--- src/rtl/uart_bus_bridge.sv ---
// Memory-mapped bridge between the core data bus and the minimal UART FIFOs.
// Decodes DATA/STATUS/CONTROL/reserved, serialises byte-enabled writes into TX pushes.
module uart_bus_bridge #(
    parameter logic [8:0] THRESH_RESET = 9'd1,
    parameter int         COUNT_WIDTH  = 9
) (
    input  logic                   clock,
    input  logic                   reset,
    input  logic [1:0]             Address,
    input  logic [31:0]            DataIn,
    input  logic [3:0]             Write,
    input  logic                   Read,
    output logic [31:0]            DataOut,
    output logic                   Ack,
    output logic                   irq,
    output logic                   uart_write,
    output logic [7:0]             uart_data_in,
    output logic                   uart_read,
    input  logic [7:0]             uart_data_out,
    input  logic                   uart_data_ready,
    input  logic [COUNT_WIDTH-1:0] uart_rx_count
);

    typedef enum logic [1:0] {
        IDLE      = 2'd0,
        PUSH      = 2'd1,
        ACK       = 2'd2,
        WAIT_DROP = 2'd3
    } state_t;

    state_t      state_q, state_d;
    logic [31:0] data_q, data_d;
    logic [3:0]  be_q, be_d;
    logic [31:0] dout_q, dout_d;
    logic        ack_q, ack_d;
    logic        irq_q, irq_d;
    logic        wr_q, wr_d;
    logic [7:0]  wbyte_q, wbyte_d;
    logic        rd_q, rd_d;
    logic        irq_en_q, irq_en_d;
    logic [8:0]  thresh_q, thresh_d;
    logic [1:0]  lane_s;
    logic [8:0]  rx_cnt_s;

    assign rx_cnt_s = uart_rx_count[8:0];

    // Highest enabled byte lane; bytes leave MSB first.
    function automatic logic [1:0] top_lane(input logic [3:0] be);
        logic [1:0] idx;
        if (be[3]) begin
            idx = 2'd3;
        end else if (be[2]) begin
            idx = 2'd2;
        end else if (be[1]) begin
            idx = 2'd1;
        end else begin
            idx = 2'd0;
        end
        return idx;
    endfunction

    function automatic logic [7:0] lane_byte(input logic [31:0] w, input logic [1:0] idx);
        logic [7:0] b;
        case (idx)
            2'd3:    b = w[31:24];
            2'd2:    b = w[23:16];
            2'd1:    b = w[15:8];
            default: b = w[7:0];
        endcase
        return b;
    endfunction

    function automatic logic [3:0] clear_lane(input logic [3:0] be, input logic [1:0] idx);
        return be & ~(4'b0001 << idx);
    endfunction

    // Next-state, register-update and bus-response decode.
    always_comb begin
        state_d  = state_q;
        data_d   = data_q;
        be_d     = be_q;
        dout_d   = dout_q;
        wr_d     = 1'b0;
        wbyte_d  = wbyte_q;
        rd_d     = 1'b0;
        irq_en_d = irq_en_q;
        thresh_d = thresh_q;
        lane_s   = 2'd0;
        case (state_q)
            IDLE: begin
                if (Write != 4'b0000) begin
                    if (Address == 2'd0) begin
                        lane_s  = top_lane(Write);
                        wr_d    = 1'b1;
                        wbyte_d = lane_byte(DataIn, lane_s);
                        data_d  = DataIn;
                        be_d    = clear_lane(Write, lane_s);
                        state_d = PUSH;
                    end else begin
                        if (Address == 2'd2) begin
                            irq_en_d      = Write[0] ? DataIn[0]     : irq_en_q;
                            thresh_d[7:0] = Write[1] ? DataIn[15:8]  : thresh_q[7:0];
                            thresh_d[8]   = Write[2] ? DataIn[16]    : thresh_q[8];
                        end else begin
                            irq_en_d = irq_en_q;
                        end
                        state_d = ACK;
                    end
                end else if (Read) begin
                    case (Address)
                        2'd0: begin
                            if (uart_data_ready) begin
                                dout_d = {23'd0, 1'b1, uart_data_out};
                                rd_d   = 1'b1;
                            end else begin
                                dout_d = 32'd0;
                            end
                        end
                        2'd1:    dout_d = {21'd0, irq_q, rx_cnt_s, uart_data_ready};
                        2'd2:    dout_d = {15'd0, thresh_q, 7'd0, irq_en_q};
                        default: dout_d = 32'd0;
                    endcase
                    state_d = ACK;
                end else begin
                    state_d = IDLE;
                end
            end
            PUSH: begin
                if (be_q != 4'b0000) begin
                    lane_s  = top_lane(be_q);
                    wr_d    = 1'b1;
                    wbyte_d = lane_byte(data_q, lane_s);
                    be_d    = clear_lane(be_q, lane_s);
                end else begin
                    state_d = ACK;
                end
            end
            ACK: state_d = WAIT_DROP;
            WAIT_DROP: begin
                if (!Read && (Write == 4'b0000)) begin
                    state_d = IDLE;
                end else begin
                    state_d = WAIT_DROP;
                end
            end
            default: state_d = IDLE;
        endcase
    end

    assign ack_d = (state_d == ACK);
    assign irq_d = irq_en_q & (thresh_q != 9'd0) & (rx_cnt_s >= thresh_q);

    // State and output registers; reset drops any in-flight push sequence.
    always_ff @(posedge clock) begin
        if (reset) begin
            state_q  <= IDLE;
            data_q   <= 32'd0;
            be_q     <= 4'd0;
            dout_q   <= 32'd0;
            ack_q    <= 1'b0;
            irq_q    <= 1'b0;
            wr_q     <= 1'b0;
            wbyte_q  <= 8'd0;
            rd_q     <= 1'b0;
            irq_en_q <= 1'b0;
            thresh_q <= THRESH_RESET;
        end else begin
            state_q  <= state_d;
            data_q   <= data_d;
            be_q     <= be_d;
            dout_q   <= dout_d;
            ack_q    <= ack_d;
            irq_q    <= irq_d;
            wr_q     <= wr_d;
            wbyte_q  <= wbyte_d;
            rd_q     <= rd_d;
            irq_en_q <= irq_en_d;
            thresh_q <= thresh_d;
        end
    end

    assign DataOut      = dout_q;
    assign Ack          = ack_q;
    assign irq          = irq_q;
    assign uart_write   = wr_q;
    assign uart_data_in = wbyte_q;
    assign uart_read    = rd_q;

endmodule

--- config.mk ---
export PLATFORM = sky130hd
export DESIGN_NAME = uart_bus_bridge
export DESIGN_NICKNAME = d
export VERILOG_FILES = /design/src/rtl/uart_bus_bridge.sv
export SDC_FILE = /design/constraint.sdc
export NUM_CORES = 1
export LEC_CHECK = 0
export ABC_AREA = 0
export BUFFER_PORTS_ARGS = -buffer_cell sky130_fd_sc_hd__buf_2
export CORE_MARGIN = 2
export CORE_UTILIZATION = 46
export DETAILED_ROUTE_END_ITERATION = 12
export GPL_TIMING_DRIVEN = 0
export PLACE_DENSITY = 0.71
export SLEW_MARGIN = 0
export SYNTH_ARGS = -nofsm -noshare
export SYNTH_HDL_FRONTEND = slang
export SYNTH_SLANG_ARGS = --single-unit
--- constraint.sdc ---
create_clock -name clock -period 2.77 [get_ports clock]
set_input_delay 0.4155 -clock clock [delete_from_list [all_inputs] [get_ports clock]]
set_output_delay 0.4155 -clock clock [all_outputs]
set_load 0.05 [all_outputs]
==> out/summary.json <==
{
  "yosys.area.top_type": {"value": "sky130_fd_sc_hd__dfxtp_1"},
  "floorplan.rows": {"value": 33},
  "tritoncts_clock_tree": {"value": "built"},
  "route.vias.total": {"value": 3825},
  "wl_per_cell": {"value": 15.4, "unit": "um"},
  "final_net_count": {"value": 661},
  "max_capacitance_violation_total": {"value": 0},
  "worstMarginPinSlew": {"value": 0.574, "unit": "ns"},
  "vdd_ir_drop_max": {"value": 0.249, "unit": "mV"},
  "synthSimpleGateAreaFrac": {"value": 21.9, "unit": "%"},
  "initial_utilization": {"value": 47.1, "unit": "%"},
  "cell_chosen_for_the_clock_root": {"value": "sky130_fd_sc_hd__clkbuf_8"},
  "gr-total-overflow": {"value": 0},
  "grt_antenna_before_repair": {"value": 0},
  "skew": {"value": 0.00995, "unit": "ns"},
  "synth-compound-area-share": {"value": 22.3, "unit": "%"},
  "io_pins": {"value": 103},
  "ys_types": {"value": 44},
  "dpl_cell_area": {"value": 0.00445, "unit": "mm^2"},
  "clkSinkCount": {"value": 77},
  "number_of_synthesized_flops_with_an_enable_pin": {"value": 0},
  "synth_seq_area_share": {"value": 40.3, "unit": "%"},
  "htreeDepth": {"value": 3},
  "outcome": {"value": "finished clean"},
  "grt_max_degree": {"value": 13},
  "max-slew-margin-rel": {"value": 61.7, "unit": "%"},
  "timing.critical_path.slowest_stage_cell": {"value": "sky130_fd_sc_hd__dfxtp_1"},
  "netlist_top_cells_count": {"value": "sky130_fd_sc_hd__nand2_1 (84), sky130_fd_sc_hd__dfxtp_1 (77), sky130_fd_sc_hd__a21oi_1 (61)"},
  "cp_data_required_time": {"value": 2.99, "unit": "ns"},
  "die_area": {"value": 0.00907, "unit": "mm^2"},
  "synth_cell_area": {"value": 0.00383, "unit": "mm^2"},
  "tritoncts.num_buffers": {"value": 9},
  "insertedDiodeCount": {"value": 0},
  "post-route-drc-count": {"value": 0},
  "critical_path_type": {"value": "flop to flop"},
  "power_density_over_cell_area": {"value": 559, "unit": "mW/mm^2"},
  "synth_top_family_by_area": {"value": "compound AO/OA/AOI/OAI gates"},
  "cts_repair_resize_count": {"value": 0},
  "cts.clk_slew.worst_paths": {"value": 0.08, "unit": "ns"},
  "post_cts_setup_buffers": {"value": 0},
  "clock.fmax": {"value": 0.582, "unit": "GHz"},
  "leakage": {"value": 2.01, "unit": "nW"},
  "synth_area_leaders": {"value": "sky130_fd_sc_hd__dfxtp_1 (40%), sky130_fd_sc_hd__nand2_1 (8.2%), sky130_fd_sc_hd__a21oi_1 (8.0%)"},
  "setup_total_neg_slack": {"value": 0, "unit": "ns"},
  "path_max_fanout": {"value": 10},
  "final.period_utilization": {"value": 62.0, "unit": "%"},
  "mux_cell_area_share_after_synthesis": {"value": 2.62, "unit": "%"},
  "width_of_the_chip": {"value": 95.2, "unit": "um"},
  "ctsHoldBuffers": {"value": 0},
  "main_flop_type_after_synthesis": {"value": "sky130_fd_sc_hd__dfxtp_1"},
  "yosysWarnings": {"value": 0},
  "drive_above_1_share": {"value": 25.3, "unit": "%"},
  "syn-mean-instance-area": {"value": 7.96, "unit": "um^2"},
  "yosysMostFrequentCell": {"value": "sky130_fd_sc_hd__nand2_1"},
  "layout-area-overhead-vs-synth": {"value": 21.4, "unit": "%"},
  "rsz_0062_raised_after_global_routing": {"value": "no"},
  "worst_ep_arrival_time": {"value": 1.94, "unit": "ns"},
  "gp_congestion": {"value": 0.899},
  "critical_path.max_stage_delay": {"value": 0.39, "unit": "ns"},
  "placeableCoreArea": {"value": 0.00813, "unit": "mm^2"},
  "fin_area": {"value": 0.00465, "unit": "mm^2"},
  "number_of_buffers_added_on_ports": {"value": 87},
  "yosysTopAreaCellShare": {"value": 40.3, "unit": "%"},
  "p_total": {"value": 2.60, "unit": "mW"},
  "drt_first_pass_iters": {"value": 5},
  "synth_xor_area_share": {"value": 0, "unit": "%"},
  "crit_path_cell_trace": {"value": "nor2_2, nand3_1, buf_2, a221oi_1, nor3_1"},
  "postSynthRegisterBits": {"value": 77},
  "hpwlAfterDp": {"value": 8.31, "unit": "mm"},
  "avgViaCountPerCell": {"value": 5.45},
  "utilization": {"value": 57.1, "unit": "%"},
  "drt_wl_total": {"value": 10.8, "unit": "mm"},
  "worstSkewPairLatency": {"value": 0.35, "unit": "ns"},
  "timing.critical_path.to_type": {"value": "flop"},
  "period_needed": {"value": 1.72, "unit": "ns"},
  "timing.final.hold_violations": {"value": 0},
  "first_global_vias": {"value": 3498},
  "grt_util_all_layers": {"value": 24.5, "unit": "%"},
  "wire_length_of_the_first_global_routing_pass": {"value": 17.0, "unit": "mm"},
  "final_antenna_net_count": {"value": 0},
  "async_flop_share": {"value": 0, "unit": "%"},
  "die_y": {"value": 95.2, "unit": "um"},
  "report.final.slew_viol_count": {"value": 0},
  "critical_path.startpoint_type": {"value": "flop"},
  "syn_inst": {"value": 481},
  "yosys.area_share.adder": {"value": 2.94, "unit": "%"},
  "timing.final.setup_violations": {"value": 0},
  "clockBufferDepth": {"value": 2},
  "first_iter_violations": {"value": 215},
  "worstHoldPathType": {"value": "input pin to flop"}
}
metrics by stage:
step / hold slack, ns / std cells / worst slack [ns]
final: 0.310 / 702 / 1.05
after global routing: 0.309 / 702 / 0.920
after CTS: 0.305 / 702 / 1.07
after detailed placement: 0.443 / 687 / 0.847
after global placement: 0.438 / 687 / 0.843
after floorplan: 0.436 / 495 / 1.28
cells in the final DEF, fill, tap and decap left out, types with 11 or more instances in the layout:
cell type	synthesis	final
sky130_fd_sc_hd__nor2_1	40	40
sky130_fd_sc_hd__or3_1	11	11
sky130_fd_sc_hd__buf_4	19	19
sky130_fd_sc_hd__o211ai_1	12	12
sky130_fd_sc_hd__inv_1	19	19
sky130_fd_sc_hd__buf_2	12	99
sky130_fd_sc_hd__clkbuf_8	0	11
sky130_fd_sc_hd__conb_1	1	15
sky130_fd_sc_hd__dfxtp_1	77	77
sky130_fd_sc_hd__a21oi_1	61	61
sky130_fd_sc_hd__nor3_1	12	12
sky130_fd_sc_hd__o21ai_0	19	19
sky130_fd_sc_hd__nand2_1	84	84
sky130_fd_sc_hd__clkbuf_1	13	13
sequential cells by signal (all words and copies together) (netlist names):
name / flops
data_q: 32
DataOut: 17
thresh_q: 9
uart_data_in: 8
be_q: 4
state_q: 2
Ack: 1
irq: 1
irq_en_q: 1
uart_read: 1
uart_write: 1
power by group:
part / leakage [nW] / internal, mW / switching [mW]
logic: 1.28 / 0.175 / 0.354
registers: 0.625 / 1.16 / 0.0363
clock network: 0.101 / 0.458 / 0.416
routing by layer:
layer  routed length, um  global-route usage [%]  vias up  share of wire, %
met5                   0                       0        -                 0
met4                 243                    9.78        0               2.2
met3                 767                    3.79       20               7.1
met2                5180                    40.9      155                48
met1                4620                    31.6     1779                43
li1                    -                       -     1871                 -
path summary, 6_finish.rpt:
| path | startpoint | end | slack [ns] | cells after the start |
|---|---|---|---|---|
| max | state_q[0]$_SDFF_PP0_ | DataOut[10]$_SDFFE_PP0P_ | 1.05 | 5 |
| min | DataIn[2] | data_q[2]$_SDFFE_PP0P_ | 0.31 | 3 |
| max reg2reg | state_q[0]$_SDFF_PP0_ | DataOut[10]$_SDFFE_PP0P_ | 1.05 | 5 |
| min reg2reg | DataOut[15]$_SDFFE_PP0P_ | DataOut[15]$_SDFFE_PP0P_ | 0.45 | 2 |
kinds of logic (layout without fill, tap and decap cells):
logic type               count (synthesis)  after routing
multiplexers                            10             10
other                                    1             15
AO/OA/AOI/OAI                          134            134
adder cells (fa/ha/maj)                  9              9
buffers and inverters                   68            170
flip-flops                              77             77
AND/OR/NAND/NOR                        182            182
final cells by class:
type                    count  area [um^2]
well taps                 105          131
clock buffers              11          151
inverters                  20         75.1
plain buffers              48          305
repair buffers             87          435
clock inverters             4         47.5
fillers                   787         3490
multi-input cells         350         1960
flip-flops and latches     77         1540
critical path: cells and delay by family, from the launching register on:
kind / cells / cell delay, ns
flops: 1 / 0.39
buf+inv: 1 / 0.28
compound gates: 1 / 0.26
simple gates: 3 / 0.67
No activity file was read; power rests on OpenSTA's default activity.
